## config.mk

```make
export PLATFORM = sky130hd
export DESIGN_NAME = qupls_fu_dispatch
export DESIGN_NICKNAME = d
export VERILOG_FILES = /design/src/rtl/qupls_fu_dispatch.sv
export SDC_FILE = /design/constraint.sdc
export NUM_CORES = 1
export LEC_CHECK = 0
export CAP_MARGIN = 30
export CORE_ASPECT_RATIO = 0.8
export CORE_MARGIN = 4
export CORE_UTILIZATION = 44
export DETAILED_ROUTE_END_ITERATION = 16
export GPL_TIMING_DRIVEN = 0
export PLACE_DENSITY = 0.76
export REMOVE_ABC_BUFFERS = 1
export SYNTH_ARGS = -nofsm -noshare
export SYNTH_HDL_FRONTEND = slang
export SYNTH_SLANG_ARGS = --single-unit
```

## constraint.sdc

```tcl
create_clock -name clk -period 2.1 [get_ports clk]
set_input_delay 0.42 -clock clk [delete_from_list [all_inputs] [get_ports clk]]
set_output_delay 0.42 -clock clk [all_outputs]
set_load 0.01 [all_outputs]
```

## src/rtl/qupls_fu_dispatch.sv

```systemverilog
// Functional-unit dispatch sequencer: accepts one op from the scheduler, runs it for a
// fixed latency, then holds the result until the writeback arbiter takes it.
module qupls_fu_dispatch #(
   parameter int LAT_W  = 6,
   parameter int RNDX_W = 8
) (
   input  logic              clk,
   input  logic              rst,
   input  logic [RNDX_W-1:0] rndx,
   input  logic              rndxv,
   input  logic [LAT_W-1:0]  op_lat,
   input  logic              flush,
   input  logic              wb_ack,
   output logic              idle,
   output logic              ex_v,
   output logic [RNDX_W-1:0] ex_rndx,
   output logic              wb_v,
   output logic [RNDX_W-1:0] wb_rndx,
   output logic              issue_err
);

   typedef enum logic [1:0] {
      IDLE = 2'd0,
      EXEC = 2'd1,
      WB   = 2'd2
   } state_t;

   state_t           state;
   logic [LAT_W-1:0] cnt;
   logic             accept;

   // A WB slot being acked this cycle frees the unit, so the scheduler sees no bubble.
   always_comb begin
      idle   = (state == IDLE) || ((state == WB) && wb_ack && !flush);
      accept = idle && rndxv && !flush;
   end

   // Sequencer state, latency counter and registered outputs.
   always_ff @(posedge clk) begin
      if (rst) begin
         state     <= IDLE;
         cnt       <= '0;
         ex_v      <= 1'b0;
         wb_v      <= 1'b0;
         ex_rndx   <= '0;
         wb_rndx   <= '0;
         issue_err <= 1'b0;
      end else begin
         ex_v <= accept;
         if (rndxv && !idle) begin
            issue_err <= 1'b1;
         end
         if (flush) begin
            state <= IDLE;
            wb_v  <= 1'b0;
         end else if (accept) begin
            state   <= EXEC;
            cnt     <= op_lat;
            ex_rndx <= rndx;
            wb_rndx <= rndx;
            wb_v    <= 1'b0;
         end else begin
            case (state)
               IDLE: begin
                  wb_v <= 1'b0;
               end
               EXEC: begin
                  if (cnt == '0) begin
                     state <= WB;
                     wb_v  <= 1'b1;
                  end else begin
                     cnt <= cnt - LAT_W'(1);
                  end
               end
               WB: begin
                  if (wb_ack) begin
                     state <= IDLE;
                     wb_v  <= 1'b0;
                  end else begin
                     wb_v <= 1'b1;
                  end
               end
               default: begin
                  state <= IDLE;
                  wb_v  <= 1'b0;
               end
            endcase
         end
      end
   end

endmodule
```

==> reports/qor.csv, run 1 <==
stage,metric,value,unit
clock_tree,cts_resized,1,
drt,ant_nets,0,
finish,layoutNonFillerInstCount,179,
setup_path,crit_buf_inv,2,
sta,slew-limit-headroom,0.530,
logic_synthesis,async_flop_share,0,
drt,initialDrtViolationCount,45,
sta,finClkSkew,5.46,ps
finish,n_antenna_cell,0,
place,numPortBuffers,38,
power_and_ir_drop,p_per_area,588,mW/mm²
global_routing,antenna_found_initial,0,
logic_synthesis,synth_edf_count,0,
clock_tree,cts_tree,done,
power_and_ir_drop,leakage,0.529,nW
setup_path,critPathLaunchType,register,
setup_path,rr_endpoint,cnt[3],
floorplan,initial_core_util,0.481,
worst_hold_path,whs_endpoint,wb_rndx[5],
logic_synthesis,postSynthAreaPerCell,8.60,µm²
global_routing,overflow,0,
finish,nNetsFinal,179,
logic_synthesis,synth_top_area_frac,0.354,
logic_synthesis,yosys.area.top_type,dfxtp_1,
clock_tree,numCtsBuffers,3,
sta,finalCritPeriodShare,0.937,
setup_path,critPathArrivalTime,1550,ps
power_and_ir_drop,peakVddDrop,0.348,mV
logic_synthesis,syn_inst,125,
drt,wl,2660,µm
logic_synthesis,synthDistinctLibCells,37,
logic_synthesis,synth_flop_cell,dfxtp_1,
clock_tree,cts_buffer_depth,2,
logic_synthesis,synth_common_cells,"nand2_1 (21), dfxtp_1 (19), a21oi_1 (12)",
drt,firstDrtPassIters,4,
setup_path,max_stage_delay,340,ps
setup_path,critical_path_class,register to output pin,
global_routing,grt_max_degree,20,
place,globalplace.congestion,0.731,
sta,drv_slew,0,
setup_path,cp_cell_sequence,"inv_1, ha_1, nand2_1, o21bai_1, dlygate4sd2_1",
setup_path,critPathMaxFanout,4,
floorplan,die_area,0.00330,mm²
setup_path,critPathTopFamily,buffers and inverters,
finish,synthToLayoutAreaGrowth,31.3,%
drt,route.detailed.drc,0,
setup_path,crit_path_end_kind,output pin,
logic_synthesis,yosysMostFrequentCell,nand2_1,
logic_synthesis,mappedNetlistArea,0.00107,mm²
logic_synthesis,yosys_register_bits,19,
floorplan,io_pins,39,
clock_tree,clk_pin_slew,120,ps
sta,hold_viol,0,
finish,fin_area,0.00141,mm²
sta,hold_ws,479,ps
logic_synthesis,seq_area_frac_synth,0.354,
drt,vias,971,
sta,fin_crit,1970,ps
drt,routed_via_density,5.42,
place,place_hpwl,2000,µm
global_routing,grt_pass1_vias,982,
run,maxCapViolations,0,
run_status,run_status,"finished, final reports clean",
clock_tree,hold_buffers,0,
clock_tree,h-tree-depth,1,
floorplan,die_w,63.3,µm
clock_tree,cts_setup_buffers,0,
floorplan,rows,15,
global_routing,grt_usage,0.164,
global_routing,grt_pass1_wl,4210,µm
setup_path,reg2reg_from,state[0],
sta,setup_violations,0,
place,dp_cells,175,
floorplan,coreArea,0.00223,mm²
sta,rsz0062_at_grt,false,
worst_hold_path,whs_path_depth,2,
worst_hold_path,holdCritStartpoint,wb_rndx[5],
worst_hold_path,hold_path_class,register to register,
setup_path,slowest_stage,dfxtp_1,
finish,final_layout_size_suffix_gt1_frac,0.110,
clock_tree,cts-root-buf,clkbuf_4,
sta,max_clock_freq,508,MHz
place,dpl-instance-area,0.00138,mm²
setup_path,r2r_cells,6,
clock_tree,clock_latency,310,ps
drt,drt-wirelength-per-cell,14.8,µm
floorplan,dieHeight,52.2,µm
logic_synthesis,ys.warnings.count,0,
setup_path,reg2reg_slack,210,ps
sta,tightest_slew,703,ps
logic_synthesis,ys_top_cells_by_area,"dfxtp_1 (35%), nand2_1 (7.3%), ha_1 (5.8%)",
clock_tree,clkSinkCount,19,
setup_path,cp.required,1680,ps
-- routing by layer --
layer | global-route usage | vias to the layer above | wire (µm)
met4 | 0.0609 | 0 | 30
li1 | - | 487 | -
met3 | 0.0579 | 5 | 118
met1 | 0.168 | 454 | 1140
met2 | 0.310 | 25 | 1370
met5 | 0 | - | 0
-- layout by cell type, fill, tap and decap left out, types with 2 or more instances in the layout --
master / count
a31o_2: 3
a21oi_1: 12
nor2b_1: 2
a21oi_2: 2
nand2_1: 20
a21o_1: 2
nor3_1: 6
o32ai_1: 2
inv_1: 8
mux2i_1: 4
clkbuf_4: 3
clkdlybuf4s50_1: 37
nor2_1: 7
dfxtp_1: 19
ha_1: 5
-- final cells by class --
type | instances | area (µm²)
clock buffers | 3 | 22.5
clock inverters | 1 | 5.00
fillers | 193 | 822
inverters | 8 | 30.0
multi-input cells | 85 | 563
flip-flops and latches | 19 | 380
well taps | 25 | 31.3
repair buffers | 38 | 379
-- registers in the layout (all words and copies together) (netlist names) --
name       count
wb_rndx        8
ex_v           1
issue_err      1
state          2
wb_v           1
cnt            6
-- report_power, final --
| part | switching (mW) | internal [mW] | leakage [nW] |
|---|---|---|---|
| combinational | 0.107 | 0.121 | 0.356 |
| sequential | 0.0218 | 0.382 | 0.155 |
| clock | 0.126 | 0.0712 | 0.0177 |
| total | 0.255 | 0.574 | 0.529 |
-- cell families (layout without fill, tap and decap cells) --
kind of cell / count (synthesis) / after routing / synth area share
AOI/OAI and AO/OA: 32 / 32 / 0.220
DFF: 19 / 19 / 0.354
buffers and inverters: 21 / 50 / 0.126
adders and majority gates: 5 / 5 / 0.0582
and+or+nand+nor: 43 / 43 / 0.194
muxes: 5 / 5 / 0.0477
-- worst min-delay path: stages, from the launching register on --
cell	delay, ps
dfxtp_1	340
nand2_1	50
a21oi_1	50
-- worst max path at each step --
stage / from / end / slack, ps / cells past startpoint
after floorplan: state[0] / cnt[3] / 310 / 6
after global placement: wb_ack / cnt[3] / -160 / 5
after detailed placement: flush / cnt[4] / -260 / 5
after CTS: state[0] / cnt[3] / 40 / 6
after global routing: state[0] / idle / 40 / 5
final: state[0] / idle / 130 / 5
-- per-stage QoR --
stage,power [mW],util,setup slack (ps),TNS [ps]
after floorplan,0.534,-,312,0
after global placement,0.630,0.618,-164,-654
after detailed placement,0.638,0.618,-259,-1100
after CTS,0.832,0.630,40.4,0
after global routing,0.876,0.632,35.8,0
final,0.829,0.632,133,0
(Power assumes the default switching activity.)
==> run 2: changes to the inputs <==
Settings changed: HOLD_SLACK_MARGIN set to 0.08.
==> results of run 2 <==
Final layout, timing and power as in run 1 (identical DEF).
==> run 3: changes to the inputs <==
Settings changed: SETUP_SLACK_MARGIN set to 0.4, SLEW_MARGIN set to 15.
==> run 3 against run 2 <==
Net effect: first-iteration DRC count grew 16%; global-route usage up 0.33 points; hold slack worse by 3.5 ps; sequential power barely moved; largest power group unchanged.
==> reports/qor.csv, run 3 (synthesized netlist as in run 1, its figures left out) <==
stage,metric,value,unit,change
setup_path,cp_cell_sequence,"inv_1, ha_4, o21bai_1, buf_2",,
clock_tree,clkSinkCount,19,,unchanged
setup_path,critPathArrivalTime,1280,ps,-270 ps
run_status,run_status,"finished, final reports clean",,
drt,ant_nets,0,,unchanged
sta,finClkSkew,2.76,ps,-2.70 ps
run,maxCapViolations,0,,unchanged
global_routing,busiest_layer,met2,,
finish,synthToLayoutAreaGrowth,43.4,%,
setup_path,max_stage_delay,390,ps,+50 ps
floorplan,initial_core_util,0.481,,unchanged
drt,firstDrtPassIters,4,,unchanged
clock_tree,hold_buffers,0,,unchanged
clock_tree,clock_latency,310,ps,about the same
clock_tree,numCtsBuffers,3,,unchanged
floorplan,io_pins,39,,unchanged
setup_path,cp.required,1680,ps,about the same
setup_path,reg2reg_slack,440,ps,+230 ps
setup_path,slowest_stage,dfxtp_4,,
sta,rsz0062_at_grt,true,,
finish,nNetsFinal,185,,+3.4%
global_routing,overflow,0,,unchanged
clock_tree,cts_buffer_depth,2,,unchanged
clock_tree,clk_pin_slew,120,ps,about the same
place,globalplace.congestion,0.731,,unchanged
drt,routed_via_density,5.50,,+1.3%
place,dp_cells,175,,unchanged
sta,fin_crit,1700,ps,-266 ps
setup_path,crit_path_end_kind,output pin,,
drt,wl,2820,µm,+6.1%
finish,final_common_cell,clkdlybuf4s50_1,,
power_and_ir_drop,leakage,0.750,nW,+42%
power_and_ir_drop,p_per_area,552,mW/mm²,-6.1%
finish,final_layout_size_suffix_gt1_frac,0.188,,+0.0771
finish,n_antenna_cell,0,,unchanged
finish,largest_register_ff_count,8,,unchanged
clock_tree,cts-root-buf,clkbuf_4,,
drt,vias,1017,,+4.7%
finish,final_util,0.690,,+0.0583
sta,hold_viol,0,,unchanged
place,numPortBuffers,38,,unchanged
global_routing,grt_usage,0.167,,+0.00327
finish,layoutNonFillerInstCount,185,,+3.4%
floorplan,rows,15,,unchanged
setup_path,critPathMaxFanout,5,,+1
global_routing,grt_pass1_wl,4280,µm,+1.8%
power_and_ir_drop,peakVddDrop,0.406,mV,+17%
global_routing,grt_util_met2,0.315,,+0.00525
floorplan,die_w,63.3,µm,unchanged
clock_tree,h-tree-depth,1,,unchanged
floorplan,dieHeight,52.2,µm,unchanged
setup_path,critPathLaunchType,register,,
finish,layout_common_cells,"clkdlybuf4s50_1 (25), nand2_1 (19), dfxtp_1 (17)",,
drt,route.detailed.drc,0,,unchanged
floorplan,die_area,0.00330,mm²,unchanged
worst_hold_path,hold_path_class,register to register,,
floorplan,coreArea,0.00223,mm²,unchanged
finish,reg.largest.list,"wb_rndx x8, cnt x6, state x2",,
global_routing,grt_pass1_vias,981,,-0.10%
sta,drv_slew,0,,unchanged
sta,setup_violations,0,,unchanged
sta,tns,0,ps,unchanged
sta,slew-limit-headroom,0.522,,-0.00716
clock_tree,cts_tree,done,,
global_routing,use_met3,0.0644,,+0.00644
global_routing,antenna_found_initial,0,,unchanged
finish,regMostFlops,wb_rndx,,
global_routing,grt_max_degree,20,,unchanged
drt,drt-wirelength-per-cell,15.2,µm,+2.7%
place,place_hpwl,2000,µm,unchanged
drt,initialDrtViolationCount,52,,+16%
sta,max_clock_freq,588,MHz,+16%
global_routing,met1_usage,0.170,,+0.00131
sta,finalCritPeriodShare,0.810,,-0.127
setup_path,critical_path_class,register to output pin,,
sta,tightest_slew,714,ps,+10.7 ps
==> run 3: cell types whose count changed in the layout (fill, tap and decap cells not counted), sizes merged <==
cell and delta:
buf +7, dlymetal6s2s +10, clkdlybuf4s50 -12, dlygate4sd2 +1
==> run 3: timing repair <==
action / CTS / global route
pin swaps: 3 / 2
gates resized for setup: 16 / 16
setup endpoints to repair: 15 / 19
setup buffers: 2 / 4
==> run 3: cell type report <==
cell class / count / area (µm²)
fill: 168 / 692
multi-input combinational: 85 / 609
timing repair buffer: 44 / 455
sequential: 19 / 385
inverter: 8 / 32.5
tap: 25 / 31.3
clock buffer: 3 / 22.5
clock inverter: 1 / 5.00
==> run 3: metal layers <==
metal | part of all wire | vias up | wire, µm
met5 | 0 | - | 0
met4 | 0.016 | 0 | 46
met3 | 0.059 | 7 | 165
met2 | 0.52 | 32 | 1460
met1 | 0.41 | 481 | 1150
li1 | - | 497 | -
==> run 3: critical path: cells and delay by family (launching register included) <==
kind	cells	cell delay, ps
buf+inv	2	240
flops	1	390
fa+ha+maj	1	180
compound gates	1	170
==> run 3: report_power, final <==
group	leakage (nW)	internal [mW]	switching [mW]
sequential	0.156	0.381	0.0223
combinational	0.575	0.132	0.118
clock	0.0177	0.0712	0.127
==> run 3: path summary, 6_finish.rpt <==
check / end / from / cells past startpoint
worst max-delay path: idle / state[1] / 4
worst min register to register: wb_rndx[6] / wb_rndx[6] / 2
worst min-delay path: wb_rndx[6] / wb_rndx[6] / 2
worst max register to register: cnt[1] / state[1] / 7
==> run 3: metrics by stage <==
stage / instance area, µm² / setup slack, ps / hold slack, ps / total power [mW]
final: 1540 / 399 / 475 / 0.851
after detailed placement: 1380 / -259 / 466 / 0.638
after CTS: 1450 / 373 / 483 / 0.840
after floorplan: 970 / 312 / 484 / 0.534
after global placement: 1380 / -164 / 455 / 0.630
after global routing: 1540 / 309 / 502 / 0.896
